--- config.mk ---
export PLATFORM = sky130hd
export DESIGN_NAME = uart_out_arbiter
export DESIGN_NICKNAME = d
export VERILOG_FILES = /design/src/rtl/sim_uart_pkg.sv /design/src/rtl/rr_pick.sv /design/src/rtl/uart_out_arbiter.sv
export SDC_FILE = /design/constraint.sdc
export NUM_CORES = 1
export LEC_CHECK = 0
export CORE_AREA = 2 2 58 87
export CTS_BUF_LIST = sky130_fd_sc_hd__clkbuf_8
export DETAILED_ROUTE_END_ITERATION = 10
export DIE_AREA = 0 0 60 89
export HOLD_SLACK_MARGIN = 0.05
export PLACE_DENSITY_LB_ADDON = 0.1
export SLEW_MARGIN = 20
export SYNTH_ARGS = -nofsm -noshare
export SYNTH_HDL_FRONTEND = slang
export SYNTH_SLANG_ARGS = --single-unit
--- constraint.sdc ---
create_clock -name clock -period 2.73 [get_ports clock]
set_input_delay 0.819 -clock clock [delete_from_list [all_inputs] [get_ports clock]]
set_output_delay 0.819 -clock clock [all_outputs]
set_load 0.01 [all_outputs]
--- src/rtl/sim_uart_pkg.sv ---
// Shared types and constants for the simulation UART console arbiter.
package sim_uart_pkg;

  typedef enum logic {
    ARB_IDLE,
    ARB_LOCKED
  } arb_state_t;

  localparam logic [7:0] NEWLINE = 8'h0A;

  typedef enum logic [1:0] {
    REL_NL  = 2'd0,
    REL_MAX = 2'd1,
    REL_TMO = 2'd2
  } rel_cause_t;

endpackage

--- src/rtl/rr_pick.sv ---
// Round-robin picker: first set request bit scanning upward from ptr, wrapping.
module rr_pick #(
  parameter int N = 4,
  localparam int W = $clog2(N)
) (
  input  logic [N-1:0] req,
  input  logic [W-1:0] ptr,
  output logic         any,
  output logic [W-1:0] idx
);

  // Scan from the farthest offset down so the nearest set bit to ptr wins.
  always_comb begin
    any = |req;
    idx = '0;
    for (int k = N - 1; k >= 0; k--) begin
      if (req[(int'(ptr) + k) % N]) idx = W'((int'(ptr) + k) % N);
    end
  end

endmodule

--- src/rtl/uart_out_arbiter.sv ---
// Line-atomic round-robin arbiter feeding one console character sink.
//
// state      | meaning
// ARB_IDLE   | no grant held; arbitrate among valid requesters (one bubble cycle)
// ARB_LOCKED | owner holds the sink until newline, max line length or idle timeout
module uart_out_arbiter
  import sim_uart_pkg::*;
#(
  parameter int NUM_REQ      = 4,
  parameter int MAX_LINE     = 128,
  parameter int IDLE_TIMEOUT = 64,
  localparam int SW = $clog2(NUM_REQ)
) (
  input  logic                 clock,
  input  logic                 reset,
  input  logic [NUM_REQ-1:0]   req_valid,
  input  logic [NUM_REQ*8-1:0] req_ch,
  output logic [NUM_REQ-1:0]   req_ready,
  output logic                 out_valid,
  output logic [7:0]           out_ch,
  output logic [SW-1:0]        out_src,
  input  logic                 out_ready,
  output logic                 busy,
  output logic                 release_pulse,
  output logic [1:0]           release_cause
);

  localparam int CW = $clog2(MAX_LINE + 1);
  localparam int IW = $clog2(IDLE_TIMEOUT + 1);

  arb_state_t state, state_nxt;
  logic [SW-1:0] owner, owner_nxt;
  logic [SW-1:0] rr_ptr, rr_nxt;
  logic [CW-1:0] char_cnt, char_nxt;
  logic [IW-1:0] idle_cnt, idle_nxt;
  logic [SW-1:0] pick_idx;
  logic          pick_any;
  logic          owner_valid;
  logic [7:0]    owner_ch;
  logic          owner_ready;
  logic          accept;
  logic          rel;
  rel_cause_t    cause_nxt;

  rr_pick #(.N(NUM_REQ)) u_pick (
    .req (req_valid),
    .ptr (rr_ptr),
    .any (pick_any),
    .idx (pick_idx)
  );

  assign busy = (state == ARB_LOCKED);

  // Next-state, handshake and line-release decisions.
  always_comb begin
    owner_valid = req_valid[owner];
    owner_ch    = req_ch[{owner, 3'b000} +: 8];
    owner_ready = (state == ARB_LOCKED) && (!out_valid || out_ready);
    req_ready   = '0;
    if (owner_ready) req_ready[owner] = 1'b1;
    accept    = owner_valid && owner_ready;
    state_nxt = state;
    owner_nxt = owner;
    rr_nxt    = rr_ptr;
    char_nxt  = char_cnt;
    idle_nxt  = idle_cnt;
    rel       = 1'b0;
    cause_nxt = REL_NL;
    case (state)
      ARB_IDLE: begin
        if (pick_any) begin
          owner_nxt = pick_idx;
          state_nxt = ARB_LOCKED;
        end
      end
      ARB_LOCKED: begin
        if (accept) begin
          idle_nxt = '0;
          if (char_cnt != CW'(MAX_LINE)) char_nxt = char_cnt + CW'(1);
          // Newline takes precedence when it is also the line-filling char.
          if (owner_ch == NEWLINE) begin
            rel       = 1'b1;
            cause_nxt = REL_NL;
          end else if (char_cnt == CW'(MAX_LINE - 1)) begin
            rel       = 1'b1;
            cause_nxt = REL_MAX;
          end
        end else if (!owner_valid) begin
          if (idle_cnt != IW'(IDLE_TIMEOUT)) idle_nxt = idle_cnt + IW'(1);
          if (idle_cnt == IW'(IDLE_TIMEOUT - 1)) begin
            rel       = 1'b1;
            cause_nxt = REL_TMO;
          end
        end else begin
          // Owner has data but the sink is stalled: not idle.
          idle_nxt = '0;
        end
        if (rel) begin
          state_nxt = ARB_IDLE;
          rr_nxt    = (owner == SW'(NUM_REQ - 1)) ? '0 : owner + SW'(1);
          char_nxt  = '0;
          idle_nxt  = '0;
        end
      end
      default: state_nxt = ARB_IDLE;
    endcase
  end

  // State, counters and the one-deep output register.
  always_ff @(posedge clock) begin
    if (!reset) begin
      state         <= ARB_IDLE;
      owner         <= '0;
      rr_ptr        <= '0;
      char_cnt      <= '0;
      idle_cnt      <= '0;
      out_valid     <= 1'b0;
      out_ch        <= '0;
      out_src       <= '0;
      release_pulse <= 1'b0;
      release_cause <= 2'd0;
    end else begin
      state         <= state_nxt;
      owner         <= owner_nxt;
      rr_ptr        <= rr_nxt;
      char_cnt      <= char_nxt;
      idle_cnt      <= idle_nxt;
      release_pulse <= rel;
      if (rel) release_cause <= cause_nxt;
      if (accept) begin
        out_valid <= 1'b1;
        out_ch    <= owner_ch;
        out_src   <= owner;
      end else if (out_ready) begin
        out_valid <= 1'b0;
      end
    end
  end

endmodule

* Word-level counts from Yosys, hierarchy flattened
Cells that the tools add are included.
Storage, ports and cells: memories 0, latch bits 0, bits in writable memories 0, register bits 34, memory bits (read-only) 0, bits of input ports 39
Cells by class: divide/modulo/power cells 0, add/sub/neg operators 6, bitwise operators 4, equality and inequality tests 6, multiply operators 0, multiplexer cells 46, shift-type cells 1, reduce and logical (&&, ||, !) cells 17, order comparisons 6
Operators by type and width (number):
- 32-bit by 6-bit indexed part select with 8-bit output | 1
- 7-bit 2-to-1 mux | 4
- 8-bit 2-to-1 mux | 3
- 1-bit 2-to-1 mux | 22
- 2-bit 2-to-1 mux | 9
- 3-bit by 4-bit less-than comparator with 1-bit output, second input constant | 3
- 1-bit binary-select mux with 2-bit select | 5
- 8-bit by 1-bit adder with 8-bit output, second input constant | 1
- 8-bit by 4-bit == test with 1-bit output, second input constant | 1
- 8-bit by 7-bit == test with 1-bit output, second input constant | 1
- 8-bit != test, second input constant | 1
- 7-bit by 1-bit adder with 7-bit output, second input constant | 1
- 7-bit by 6-bit == test with 1-bit output, second input constant | 1
- 7-bit != test, second input constant | 1
- 2-bit by 3-bit less-than comparator with 1-bit output, second input constant | 2
- 2-bit AND reduction | 3
- 2-bit nonzero test | 3
- 2-bit OR reduction | 3
- 2-bit by 1-bit adder with 2-bit output, second input constant | 2
- 2-bit adder, second input constant | 2
- 4-bit 2-to-1 mux | 1
- 4-bit nonzero test | 1
- 4-bit OR reduction | 1
- 1-bit AND, first input constant | 3
- 9 further kinds | 11

* Longest topological paths before layout
depth in word-level cells 10, depth in mapped cells 8, mapped depth without buffers 8

* Cells and area by module
A second synthesis with hierarchy kept.
Unflattened totals: cells, all modules 237, area, all modules 2140.8 um^2
Modules (own cells, without submodules):
- uart_out_arbiter | sequential area each 680.7 um^2, area an instance 2063.2 um^2, cells each 224, instances 1
- rr_pick | sequential area each 0.0 um^2, area an instance 77.6 um^2, cells each 13, instances 1

* Worst setup path before layout
Ideal clock, no wire load.
kind input to register, start point in req_valid[3], end point reg char_cnt[7], setup slack 0.130 ns, stages 6, arrival time 2.478 ns, path through mux4_2 -> nor4_2 -> o21ai_1 -> a21oi_2 -> nor2_1 -> a221o_1
Between the ends: longest elaborated chain between the ends 7
RTL lines:
- start, declared | RTL line uart_out_arbiter.sv:16 | input logic [NUM_REQ-1:0] req_valid,
- 1-bit binary-select mux with 2-bit select * | RTL line uart_out_arbiter.sv:56 | owner_valid = req_valid[owner];
- 1-bit 2-to-1 mux (not written as such) * | RTL line uart_out_arbiter.sv:56
- 1-bit 2-to-1 mux / 1-bit logical AND (equally long branches) | RTL line uart_out_arbiter.sv:88, uart_out_arbiter.sv:61
- 1-bit 2-to-1 mux | RTL line uart_out_arbiter.sv:77 | if (accept) begin
- 1-bit 2-to-1 mux | RTL line uart_out_arbiter.sv:69 | case (state)
- 2-bit nonzero test (no line)
- 3-bit AND reduction (no line)
- end signal, assigned | RTL line uart_out_arbiter.sv:126 | char_cnt <= char_nxt;
- end, declared | RTL line uart_out_arbiter.sv:34 | logic [CW-1:0] char_cnt, char_nxt;
Every way passes the cells marked *; elsewhere a longest branch is shown, timed or not. The select of a mux whose other input is x is not followed. A chain may end at the register's enable or synchronous reset.

* Final worst setup path
start point in out_ready, end point out req_ready[1]
Between the ends: longest elaborated chain between the ends 3
RTL lines:
- start, declared | RTL line uart_out_arbiter.sv:22 | input logic out_ready,
- 1-bit logical OR | RTL line uart_out_arbiter.sv:58 | owner_ready = (state == ARB_LOCKED) && (!out_valid || out_ready);
- 1-bit logical AND | RTL line uart_out_arbiter.sv:58
- 4-bit 2-to-1 mux | RTL line uart_out_arbiter.sv:60 | if (owner_ready) req_ready[owner] = 1'b1;
- end, declared | RTL line uart_out_arbiter.sv:18 | output logic [NUM_REQ-1:0] req_ready,
Every way passes these cells.

==> results <==
-- cells by family after synthesis --
group,after synthesis,synth area share (%)
multiplexers,14,13.4
flip-flops,34,34.6
adder cells (fa/ha/maj),8,5.09
AND/OR/NAND/NOR,95,25.6
AO/OA/AOI/OAI,49,16.7
buffers and inverters,18,3.81
XOR/XNOR,2,0.890
-- report_power, final --
| part | total, W | internal (W) | switching (W) |
|---|---|---|---|
| Combinational | 0.000281 | 0.000156 | 0.000126 |
| Clock | 0.000366 | 0.000194 | 0.000171 |
| Sequential | 0.000539 | 0.000517 | 0.0000219 |
-- layer usage --
layer  share of wire (%)  up-vias  GRT usage [%]
met2                  53       53           36.4
met4                 2.2        0           10.3
met1                  39      886           21.3
met3                 5.5        7           5.79
met5                   0        -              0
li1                    -      941              -
-- repair_timing --
| action | 4_1_cts | 5_1_grt |
|---|---|---|
| hold buffers | 0 | 0 |
| pin swaps | 2 | 8 |
| gates resized for setup | 9 | 30 |
| endpoints found under the hold margin | 0 | 0 |
| setup endpoints to repair | 16 | 12 |
| setup buffers | 0 | 1 |
-- worst max path at each step --
stage	startpoint	endpoint	slack (ns)	depth (start not counted)
5_1_grt	out_ready	req_ready[1]	0.02	4
4_1_cts	req_ch[30]	char_cnt[7]	0.009	7
6_report	out_ready	req_ready[1]	0.06	4
3_3_place_gp	req_valid[1]	char_cnt[7]	-0.41	7
2_1_floorplan	req_valid[3]	char_cnt[7]	0.13	6
3_5_place_dp	req_valid[0]	char_cnt[7]	-0.45	7
-- Yosys cell counts, types with 3 or more instances --
library cell / instances
a21oi_1: 17
a21oi_2: 3
a22o_1: 5
and2_1: 4
and3_1: 7
clkbuf_1: 6
dfxtp_1: 34
ha_1: 8
inv_1: 10
mux2i_1: 3
mux4_2: 7
nand2_1: 34
nand2b_1: 3
nand3_1: 7
nor2_1: 20
nor2b_1: 3
nor3_1: 3
o21ai_0: 8
o22ai_1: 5
-- final cells by class --
cell class	count	area [um^2]	area share [%]
Sequential cell	34	681	23.2
Timing Repair Buffer	77	798	27.3
Multi-Input combinational cell	168	1250	42.7
Tap cell	64	80.1	2.73
Inverter	10	37.5	1.28
Clock buffer	6	82.6	2.82
-- registers in the layout (all words and copies together), names as in the netlist --
register       count
busy               1
char_cnt           8
idle_cnt           7
out_ch             8
out_src            2
out_valid          1
owner              2
release_cause      2
release_pulse      1
rr_ptr             2
-- metrics by stage --
step / util [%] / worst slack, ns / total power [W] / hold slack (ns)
global route: 64.5 / 0.0186 / 0.00125 / 0.476
CTS: 62.5 / 0.00930 / 0.00121 / 0.458
finish: 64.5 / 0.0612 / 0.00119 / 0.455
floorplan: - / 0.130 / 0.000691 / 0.453
global placement: 60.2 / -0.405 / 0.000831 / 0.442
detailed placement: 60.2 / -0.446 / 0.000834 / 0.448
-- worst max-delay path, stage by stage --
cell             delay (ns)
clkdlybuf4s50_1        0.45
nand2b_4               0.13
and3_1                 0.15
dlygate4sd2_1          0.31
-- placed cells by master (no fill, tap or decap), types with 2 or more instances in the layout --
| master | netlist | routed |
|---|---|---|
| nand2_1 | 34 | 34 |
| dfxtp_1 | 34 | 34 |
| dlymetal6s2s_1 | 0 | 28 |
| clkdlybuf4s50_1 | 0 | 25 |
| nor2_1 | 20 | 20 |
| buf_4 | 0 | 19 |
| a21oi_1 | 17 | 17 |
| inv_1 | 10 | 10 |
| o21ai_0 | 8 | 8 |
| ha_1 | 8 | 8 |
| nand3_1 | 7 | 7 |
| mux4_2 | 7 | 7 |
| and3_1 | 7 | 6 |
| clkbuf_8 | 0 | 6 |
| a22o_1 | 5 | 5 |
| o22ai_1 | 5 | 5 |
| and2_1 | 4 | 4 |
| dlygate4sd2_1 | 0 | 4 |
| mux2i_1 | 3 | 3 |
| nor2b_1 | 3 | 3 |
| mux4_1 | 2 | 2 |
| nor4b_4 | 2 | 2 |
| a21oi_2 | 3 | 2 |
| nand2b_1 | 3 | 2 |
| a21o_1 | 2 | 2 |
| nor4b_1 | 2 | 2 |
| mux2_2 | 2 | 2 |
| nand4_1 | 2 | 2 |
| nor3_1 | 3 | 2 |
| xor2_1 | 2 | 2 |
==> metrics.txt <==
outcome=finished clean; IO Port Bufs=57; cells after synthesis=220; TNS Setup=0 ns; vias in the first global route=1,808; Core Area=4540 um^2; I/O Pins=58; largest area contributor in the synthesized netlist=dfxtp_1; Final Hold Vio Count=0; Post-synth ARST share=0%; Max Slew Vio Count=0; Die Span Y=89 um; detailed placement HPWL=3.85 mm; slew at the pin with the worst max-slew slack=0.456 ns; FP Rows=30; worst skew pair latency=0.28 ns; maxcap violations=0; Die X=60 um; Hold Path Class=reg2reg; kind of critical path=in2out; full die area=5340 um^2; sequential fraction of the synthesis area=34.6%; top post-synthesis cells by area=dfxtp_1 35%, mux4_2 8.0%, nand2_1 6.5%, ha_1 5.1%, a21oi_1 4.3%; clock-pin slew on the worst setup and hold paths=0.07 ns; Detail Route Antenna Nets=0; placed cell area=2740 um^2; TritonCTS clock tree=done; Power Density=405 nW/um^2; Remaining Overflow, GRT=0; CTS Sinks=34; peak supply drop=267 uV; drt via density=5.26; CTS buffer count=5; Ys Warns=0; aggregate routed wire length=5.03 mm; # setup viols final=0; crit share post-route=97.8%; drt wl/cell=14.0 um; DRT Pass-1 Iters=4; #FFs+latches synth=34; root buf cell=clkbuf_8; Yosys top cell area share=34.6%; Min-Delay Startpoint=out_ch[3]; first-pass GRT wire length=8.07 mm; mapped cell area=1970 um^2; r2r endpoint=char_cnt[7]; design area=2930 um^2; Finished Layout Cells=359; RSZ-0062 raised after global routing=no; n_diodes=0; FF-to-FF path depth=7; Initial Util=43.3%; synth unique cells=44; Layout Skew=0.00342 ns; largest net degree at the start of global routing=15; Min-Delay Endpoint=out_ch[3]; r2r setup slk=0.27 ns; Critical Path End Type=output port; Leak Pwr=1.36 nW; Slew headroom=69.3%; fmax=0.375 GHz; crit path DAT=1.85 ns; gp weighted congestion=0.859; DRT iter0 DRCs=58; number of nets in the layout=343; H-tree depth=2; Clock Path Buffers=2; gr usage total=20.4%; via total after detailed routing=1,887; initial antenna violation count=0; Placed Cells=352; area growth from synthesis to layout=48.8%; ys flop type=dfxtp_1; Post-synth EDFFs=0; Final min period=2.67 ns; startpoint types=input pin; syn_area_per_cell=8.95 um^2; RR Startpoint=owner[0]; Crit path required time=1.91 ns; ratio of cells with drive above 1 in the final layout=16.9%; syn nets=267; fillers=389; Worst Hold Depth=2; DRC Markers=0; CP Max Fanout=5
(Power assumes the default switching activity.)
